<file path="config.mk">
export PLATFORM = sky130hd
export DESIGN_NAME = edge_event_arbiter
export DESIGN_NICKNAME = d
export VERILOG_FILES = /design/src/rtl/edge_event_arbiter.sv
export SDC_FILE = /design/constraint.sdc
export NUM_CORES = 1
export LEC_CHECK = 0
export CAP_MARGIN = 20
export CORE_UTILIZATION = 47
export CTS_BUF_LIST = sky130_fd_sc_hd__clkbuf_8
export DETAILED_ROUTE_END_ITERATION = 10
export HOLD_SLACK_MARGIN = 0.03
export PLACE_DENSITY = 0.79
export SETUP_SLACK_MARGIN = 0.1
export SLEW_MARGIN = 25
export SYNTH_ARGS = -nofsm -noshare
export SYNTH_HDL_FRONTEND = slang
export SYNTH_SLANG_ARGS = --single-unit
</file>
<file path="constraint.sdc">
create_clock -name clk -period 3.9 [get_ports clk]
set_input_delay 0.78 -clock clk [delete_from_list [all_inputs] [get_ports clk]]
set_output_delay 0.78 -clock clk [all_outputs]
set_load 0.01 [all_outputs]
</file>
<file path="src/rtl/edge_event_arbiter.sv">
// edge_event_arbiter
// Detects rising edges on N synchronous inputs and latches each one as a
// per-channel pending event. A round-robin scheduler offers one pending
// channel at a time to a single consumer over a valid/ready handshake.
// An edge that arrives while its channel is still pending, and is not being
// accepted in that cycle, is a drop. Drops set a sticky overrun flag and
// bump a saturating counter.
module edge_event_arbiter #(
    parameter int N     = 4,
    parameter int CNT_W = 8
) (
    input  logic                     clk,
    input  logic                     rst_n,
    input  logic [N-1:0]             d,
    input  logic [N-1:0]             en,
    output logic                     evt_valid,
    output logic [$clog2(N)-1:0]     evt_id,
    input  logic                     evt_ready,
    output logic [N-1:0]             pending,
    output logic [N-1:0]             overrun,
    output logic [CNT_W-1:0]         drop_cnt,
    input  logic                     clr_ovr
);

    localparam int IDW = $clog2(N);
    localparam int unsigned CNT_MAX = (1 << CNT_W) - 1;

    typedef enum logic {
        IDLE,
        OFFER
    } state_t;

    state_t           state;
    state_t           state_next;
    logic             valid_next;
    logic [IDW-1:0]   id_next;
    logic [IDW-1:0]   ptr;
    logic [IDW-1:0]   ptr_next;

    logic [N-1:0]     d_prev;
    logic [N-1:0]     rise;
    logic [N-1:0]     acc;
    logic [N-1:0]     drop;
    logic [N-1:0]     pending_next;
    logic [N-1:0]     overrun_next;
    logic [CNT_W-1:0] drop_cnt_next;

    // d_prev follows d unconditionally, so an input held high across reset
    // release does not look like an edge.
    always_ff @(posedge clk) begin
        d_prev <= d;
    end

    // Per-channel edge, accept and drop decode, plus next pending/overrun/count.
    always_comb begin
        int unsigned n_drop;
        int unsigned sum;
        n_drop       = 0;
        rise         = d & ~d_prev & en;
        acc          = '0;
        drop         = '0;
        pending_next = pending;
        for (int i = 0; i < N; i++) begin
            acc[i] = evt_valid & evt_ready & (evt_id == IDW'(i));
            if (rise[i]) begin
                pending_next[i] = 1'b1;
                if (pending[i] && !acc[i]) begin
                    drop[i] = 1'b1;
                    n_drop  = n_drop + 1;
                end
            end else if (acc[i]) begin
                pending_next[i] = 1'b0;
            end
        end
        // A drop in the same cycle as a clear survives the clear.
        if (clr_ovr) begin
            overrun_next = drop;
            sum          = n_drop;
        end else begin
            overrun_next = overrun | drop;
            sum          = int'(drop_cnt) + n_drop;
        end
        if (sum > CNT_MAX) begin
            sum = CNT_MAX;
        end
        drop_cnt_next = CNT_W'(sum);
    end

    // Channel bookkeeping registers.
    always_ff @(posedge clk) begin
        if (!rst_n) begin
            pending  <= '0;
            overrun  <= '0;
            drop_cnt <= '0;
        end else begin
            pending  <= pending_next;
            overrun  <= overrun_next;
            drop_cnt <= drop_cnt_next;
        end
    end

    // Scheduler next-state: pick the first pending channel at or after ptr,
    // looking only at registered pending state, then hold until accepted.
    always_comb begin
        logic found;
        int   idx;
        state_next = state;
        valid_next = evt_valid;
        id_next    = evt_id;
        ptr_next   = ptr;
        found      = 1'b0;
        idx        = 0;
        case (state)
            IDLE: begin
                for (int k = 0; k < N; k++) begin
                    idx = (int'(ptr) + k) % N;
                    if (!found && pending[idx]) begin
                        found   = 1'b1;
                        id_next = IDW'(idx);
                    end
                end
                if (found) begin
                    valid_next = 1'b1;
                    state_next = OFFER;
                end
            end
            OFFER: begin
                if (evt_ready) begin
                    valid_next = 1'b0;
                    ptr_next   = (evt_id == IDW'(N - 1)) ? '0 : evt_id + 1'b1;
                    state_next = IDLE;
                end
            end
            default: begin
                valid_next = 1'b0;
                state_next = IDLE;
            end
        endcase
    end

    // Scheduler state register; reset discards any event being offered.
    always_ff @(posedge clk) begin
        if (!rst_n) begin
            state     <= IDLE;
            evt_valid <= 1'b0;
            evt_id    <= '0;
            ptr       <= '0;
        end else begin
            state     <= state_next;
            evt_valid <= valid_next;
            evt_id    <= id_next;
            ptr       <= ptr_next;
        end
    end

endmodule

</file>
==> impl_results.html <==
<table>
<tr><th>Metric</th><th>Value</th></tr>
<tr><th colspan="2">STA</th></tr>
<tr><td>Highest attainable clock frequency</td><td>approximately 0.27 GHz</td></tr>
<tr><td>Minimum hold slack</td><td>490.6 ps</td></tr>
<tr><td>Hold Fails Final Rpt</td><td>0</td></tr>
<tr><td>Time the worst path needs with I/O delays and setup</td><td>3673 ps</td></tr>
<tr><td>RSZ-0062 raised after global routing</td><td>no</td></tr>
<tr><td>Post-route fraction of the period consumed by the critical path</td><td>a little over nine tenths</td></tr>
<tr><td>Setup Skew</td><td>around 7.2 ps</td></tr>
<tr><td>Final Max Slew Viols</td><td>0</td></tr>
<tr><td>Slew headroom</td><td>57.37%</td></tr>
<tr><td>Least-Margin Pin Slew</td><td>637.5 ps</td></tr>
<tr><td># setup viols final</td><td>0</td></tr>
<tr><td>Fin Setup TNS</td><td>0 ps</td></tr>
<tr><th colspan="2">Logic synthesis</th></tr>
<tr><td>EDFF count, synth</td><td>0</td></tr>
<tr><td>Library cells used by synthesis</td><td>43</td></tr>
<tr><td>Sequential area share after synthesis</td><td>between 30 and 40%</td></tr>
<tr><td>Avg Inst Size Synth</td><td>approximately 8.7 um2</td></tr>
<tr><td>Ys async rst share</td><td>0%</td></tr>
<tr><td>Syn_nets</td><td>191</td></tr>
<tr><td>Flip-flop cell with the highest count after synthesis</td><td>sky130_fd_sc_hd__dfxtp_1</td></tr>
<tr><td>Cells after synthesis</td><td>about 170</td></tr>
<tr><td>Number of warnings printed during yosys synthesis</td><td>0</td></tr>
<tr><td>Flip-flop and latch count after synthesis</td><td>26</td></tr>
<tr><td>Area of the mapped netlist</td><td>0.001460 mm2</td></tr>
<tr><th colspan="2">Finish</th></tr>
<tr><td>Share of final-layout standard cells stronger than drive strength 1</td><td>26.67%</td></tr>
<tr><td>Non-filler instance count after layout</td><td>~260</td></tr>
<tr><td>Final net count</td><td>249</td></tr>
<tr><td>Filler cell count</td><td>202</td></tr>
<tr><td>Diode count</td><td>0</td></tr>
<tr><td>Layout area overhead</td><td>47.04%</td></tr>
<tr><th colspan="2">Global routing</th></tr>
<tr><td>Number of global-route vias before repair</td><td>1,476</td></tr>
<tr><td>Maximum number of pins on one net before global-route repair</td><td>20</td></tr>
<tr><td>Initial antenna violation count</td><td>0</td></tr>
<tr><td>Wire length of the first global-routing pass</td><td>6.403 mm</td></tr>
<tr><td>Total gr overflow</td><td>0</td></tr>
<tr><td>Aggregate global-route resource usage</td><td>around 25%</td></tr>
<tr><th colspan="2">Clock network</th></tr>
<tr><td>Clock H-tree levels</td><td>1</td></tr>
<tr><td>Number of sinks handled by clock tree synthesis</td><td>26</td></tr>
<tr><td>Clock root buffer</td><td>sky130_fd_sc_hd__clkbuf_8</td></tr>
<tr><td>Clock latency at the later pin of the worst-skew pair</td><td>approximately 270 ps</td></tr>
<tr><td>Maximum clock path buffer count</td><td>2</td></tr>
<tr><td>TritonCTS clock tree</td><td>yes</td></tr>
<tr><td>Clock slew seen by the registers of the worst setup and hold paths</td><td>90 ps</td></tr>
<tr><td>CTS buffer count</td><td>3</td></tr>
<tr><th colspan="2">Critical path</th></tr>
<tr><td>Required @ worst endpoint</td><td>4080 ps</td></tr>
<tr><td>Kind of end point of the critical path</td><td>flop</td></tr>
<tr><td>Critical Path Source</td><td>en[1]</td></tr>
<tr><td>Critical path's slowest cell</td><td>sky130_fd_sc_hd__or3b_4</td></tr>
<tr><td>Startpoint of the worst register-to-register path</td><td>evt_id[1]</td></tr>
<tr><td>Delay of the slowest cell on the worst path</td><td>440 ps</td></tr>
<tr><td>Crit path buf inv count</td><td>3</td></tr>
<tr><td>Critical Path AT</td><td>3850 ps</td></tr>
<tr><td>Startpoint-to-endpoint class of the critical path</td><td>in2reg</td></tr>
<tr><td>Critical-path cell list</td><td>clkdlybuf4s15_1 -&gt; nand3b_1 -&gt; or3b_4 -&gt; xor2_4 -&gt; ha_4 -&gt; a21oi_4 -&gt; inv_2 -&gt; ha_4 -&gt; nor2_2 -&gt; a21oi_2 -&gt; fa_2 -&gt; a21o_1 -&gt; a21oi_2 -&gt; o31ai_4 -&gt; buf_4 -&gt; o221a_2</td></tr>
<tr><td>Top cell family by delay on the critical path</td><td>compound AO/OA/AOI/OAI gates</td></tr>
<tr><td>Max Fanout on Critical Path</td><td>3</td></tr>
<tr><td>Critical Path Start Type</td><td>primary input</td></tr>
<tr><th colspan="2">Hold path</th></tr>
<tr><td>Startpoint of the lowest-slack hold path</td><td>overrun[1]</td></tr>
<tr><td>Hold WC Path Type</td><td>reg2reg</td></tr>
<tr><th colspan="2">Route</th></tr>
<tr><td>Routed metal-1 wire length</td><td>1.562 mm</td></tr>
<tr><td>Routed wire length per instance</td><td>14.96 um</td></tr>
<tr><td>First-pass iteration count of the detailed router</td><td>7</td></tr>
<tr><td>Via count</td><td>1,469</td></tr>
<tr><td>Detailed Route WL</td><td>3.831 mm</td></tr>
<tr><td>Top routing layer used</td><td>met4</td></tr>
<tr><td>Post-route ant nets</td><td>0</td></tr>
<tr><td>Via/cell ratio</td><td>about 5.7</td></tr>
<tr><td>Remaining design rule violation count</td><td>3</td></tr>
<tr><td>DR WL met2</td><td>2.037 mm</td></tr>
<tr><td>Total met3 wirelength after detailed routing</td><td>roughly 160 um</td></tr>
<tr><td>Initial drt markers</td><td>64</td></tr>
<tr><th colspan="2">Floorplan</th></tr>
<tr><td>Die W</td><td>between 50 and 60 um</td></tr>
<tr><td>Floorplan die area</td><td>0.003333 mm2</td></tr>
<tr><td>Floorplan core area</td><td>0.002853 mm2</td></tr>
<tr><td>Std cell rows</td><td>19</td></tr>
<tr><td>Top-level I/O count</td><td>31</td></tr>
<tr><td>Initial Util</td><td>around 51%</td></tr>
<tr><td>Vertical die dimension</td><td>57.74 um</td></tr>
<tr><th colspan="2">Power and ir drop</th></tr>
<tr><td>Worst IR drop on VDD</td><td>0.2777 mV</td></tr>
<tr><td>Leakage power summed over all cells</td><td>0.8579 nW</td></tr>
<tr><td>Total Power</td><td>0.5740 mW</td></tr>
<tr><td>Power per cell area</td><td>267.3 mW/mm2</td></tr>
<tr><th colspan="2">Placement</th></tr>
<tr><td>RePlAce Congestion</td><td>0.8456</td></tr>
<tr><td>Count of buffers inserted at the top-level ports</td><td>30</td></tr>
<tr><td>Number of placed instances, taps included</td><td>244</td></tr>
<tr><td>Dpl hpwl</td><td>2.708 mm</td></tr>
<tr><th colspan="2">Outcome</th></tr>
<tr><td>Outcome</td><td>finished, violations left</td></tr>
<tr><td>Violations in the final reports</td><td>DRC</td></tr>
<tr><th colspan="2">Job</th></tr>
<tr><td>Max-cap violation count</td><td>0</td></tr>
</table>
report_power, final:
group	internal [mW]	switching [mW]	total (mW)
combinational	0.0536	0.0458	0.0995
clock	0.0904	0.0868	0.177
sequential	0.280	0.0178	0.297
total	0.424	0.150	0.574
sequential cells by signal, indices dropped and copies added (netlist names):
signal and flops:
evt_valid 1, drop_cnt 8, overrun 4, ptr 2, pending 4, evt_id 2
d_prev 4, state 1
path summary, 6_finish.rpt:
path / end / slack, ps / depth (start not counted)
max: drop_cnt[2] / 230 / 16
max reg2reg: drop_cnt[2] / 250 / 17
min: overrun[1] / 490 / 2
min reg2reg: overrun[1] / 490 / 2
worst reg2reg max path, stage by stage (launching register included):
cell and delay, ps:
sky130_fd_sc_hd__dfxtp_4 380, sky130_fd_sc_hd__inv_1 70, sky130_fd_sc_hd__ha_1 200, sky130_fd_sc_hd__nand3_2 90, sky130_fd_sc_hd__or3b_4 430, sky130_fd_sc_hd__xor2_4 210, sky130_fd_sc_hd__ha_4 230, sky130_fd_sc_hd__a21oi_4 130
sky130_fd_sc_hd__inv_2 60, sky130_fd_sc_hd__ha_4 240, sky130_fd_sc_hd__nor2_2 110, sky130_fd_sc_hd__a21oi_2 70, sky130_fd_sc_hd__fa_2 380, sky130_fd_sc_hd__a21o_1 210, sky130_fd_sc_hd__a21oi_2 240, sky130_fd_sc_hd__o31ai_4 110
sky130_fd_sc_hd__buf_4 160, sky130_fd_sc_hd__o221a_2 230
layout by cell type, fill, tap and decap left out, types with 4 or more instances in the layout:
| cell type | Yosys | routed |
|---|---|---|
| sky130_fd_sc_hd__buf_4 | 0 | 27 |
| sky130_fd_sc_hd__clkdlybuf4s50_1 | 0 | 25 |
| sky130_fd_sc_hd__dfxtp_1 | 26 | 24 |
| sky130_fd_sc_hd__nand2_1 | 19 | 19 |
| sky130_fd_sc_hd__nand3_1 | 14 | 12 |
| sky130_fd_sc_hd__nor2_1 | 12 | 10 |
| sky130_fd_sc_hd__inv_1 | 8 | 7 |
| sky130_fd_sc_hd__a21boi_0 | 7 | 7 |
| sky130_fd_sc_hd__a21oi_1 | 11 | 7 |
| sky130_fd_sc_hd__ha_1 | 10 | 7 |
| sky130_fd_sc_hd__nor2b_1 | 5 | 4 |
| sky130_fd_sc_hd__clkbuf_8 | 0 | 4 |
synth_stat cells (2+ instances only):
master / number / area share (%)
sky130_fd_sc_hd__inv_1: 8 / 2.1
sky130_fd_sc_hd__nand3b_1: 2 / 1.0
sky130_fd_sc_hd__o221a_2: 2 / 1.5
sky130_fd_sc_hd__a21o_1: 2 / 1.0
sky130_fd_sc_hd__or3b_4: 2 / 1.5
sky130_fd_sc_hd__xnor2_1: 2 / 1.2
sky130_fd_sc_hd__o21ai_0: 4 / 1.4
sky130_fd_sc_hd__nor3_1: 3 / 1.0
sky130_fd_sc_hd__nor2b_1: 5 / 2.1
sky130_fd_sc_hd__mux2i_1: 3 / 2.1
sky130_fd_sc_hd__nor4_1: 3 / 1.3
sky130_fd_sc_hd__a21boi_0: 7 / 3.6
sky130_fd_sc_hd__a21oi_1: 11 / 3.8
sky130_fd_sc_hd__dfxtp_1: 26 / 36
sky130_fd_sc_hd__nand3_1: 14 / 4.8
sky130_fd_sc_hd__and3_1: 3 / 1.3
sky130_fd_sc_hd__ha_1: 10 / 8.6
sky130_fd_sc_hd__xor2_1: 2 / 1.2
sky130_fd_sc_hd__nand2_1: 19 / 4.9
sky130_fd_sc_hd__clkbuf_1: 4 / 1.0
sky130_fd_sc_hd__nor2_1: 12 / 3.1
sky130_fd_sc_hd__and3b_1: 2 / 1.2
sky130_fd_sc_hd__o31ai_1: 2 / 1.0
repair_timing:
action	in CTS	in global routing
resized for setup	17	9
cloned	0	0
hold buffers	0	0
setup endpoints to repair	8	5
setup buffers	4	4
pin swaps	16	15
cell type report:
cell class,instances,area (um2),area share [%]
Timing Repair Buffer,57,490.5,22.84
Inverter,10,37.54,1.748
Tap cell,31,38.79,1.807
Clock buffer,4,55.05,2.564
Multi-Input combinational cell,128,999.7,46.56
Sequential cell,26,525.5,24.48
logic make-up after synthesis:
| group | count (synthesis) | synth area share (%) |
|---|---|---|
| buffers and inverters | 14 | 3.598 |
| XOR/XNOR | 6 | 5.399 |
| AO/OA/AOI/OAI | 37 | 17.48 |
| multiplexers | 4 | 2.828 |
| flip-flops | 26 | 35.65 |
| adder cells (fa/ha/maj) | 11 | 9.940 |
| AND/OR/NAND/NOR | 70 | 25.11 |
per-stage QoR:
| step | worst slack [ps] | utilization [%] | area (um2) |
|---|---|---|---|
| 2_1_floorplan | 100.1 | - | 1500 |
| 3_3_place_gp | -391.7 | 68.95 | 1967 |
| 3_5_place_dp | -498.9 | 68.95 | 1967 |
| 4_1_cts | 119.4 | 74.25 | 2118 |
| 5_1_grt | 97.54 | 75.26 | 2147 |
| 6_report | 227.2 | 75.26 | 2147 |
per-layer routing:
layer	global-route usage, %	vias to the layer above
li1	-	716
met1	26.80	690
met2	47.18	53
met3	6.250	10
met4	7.143	0
met5	0	-
Power figures use the tool's default switching activity.
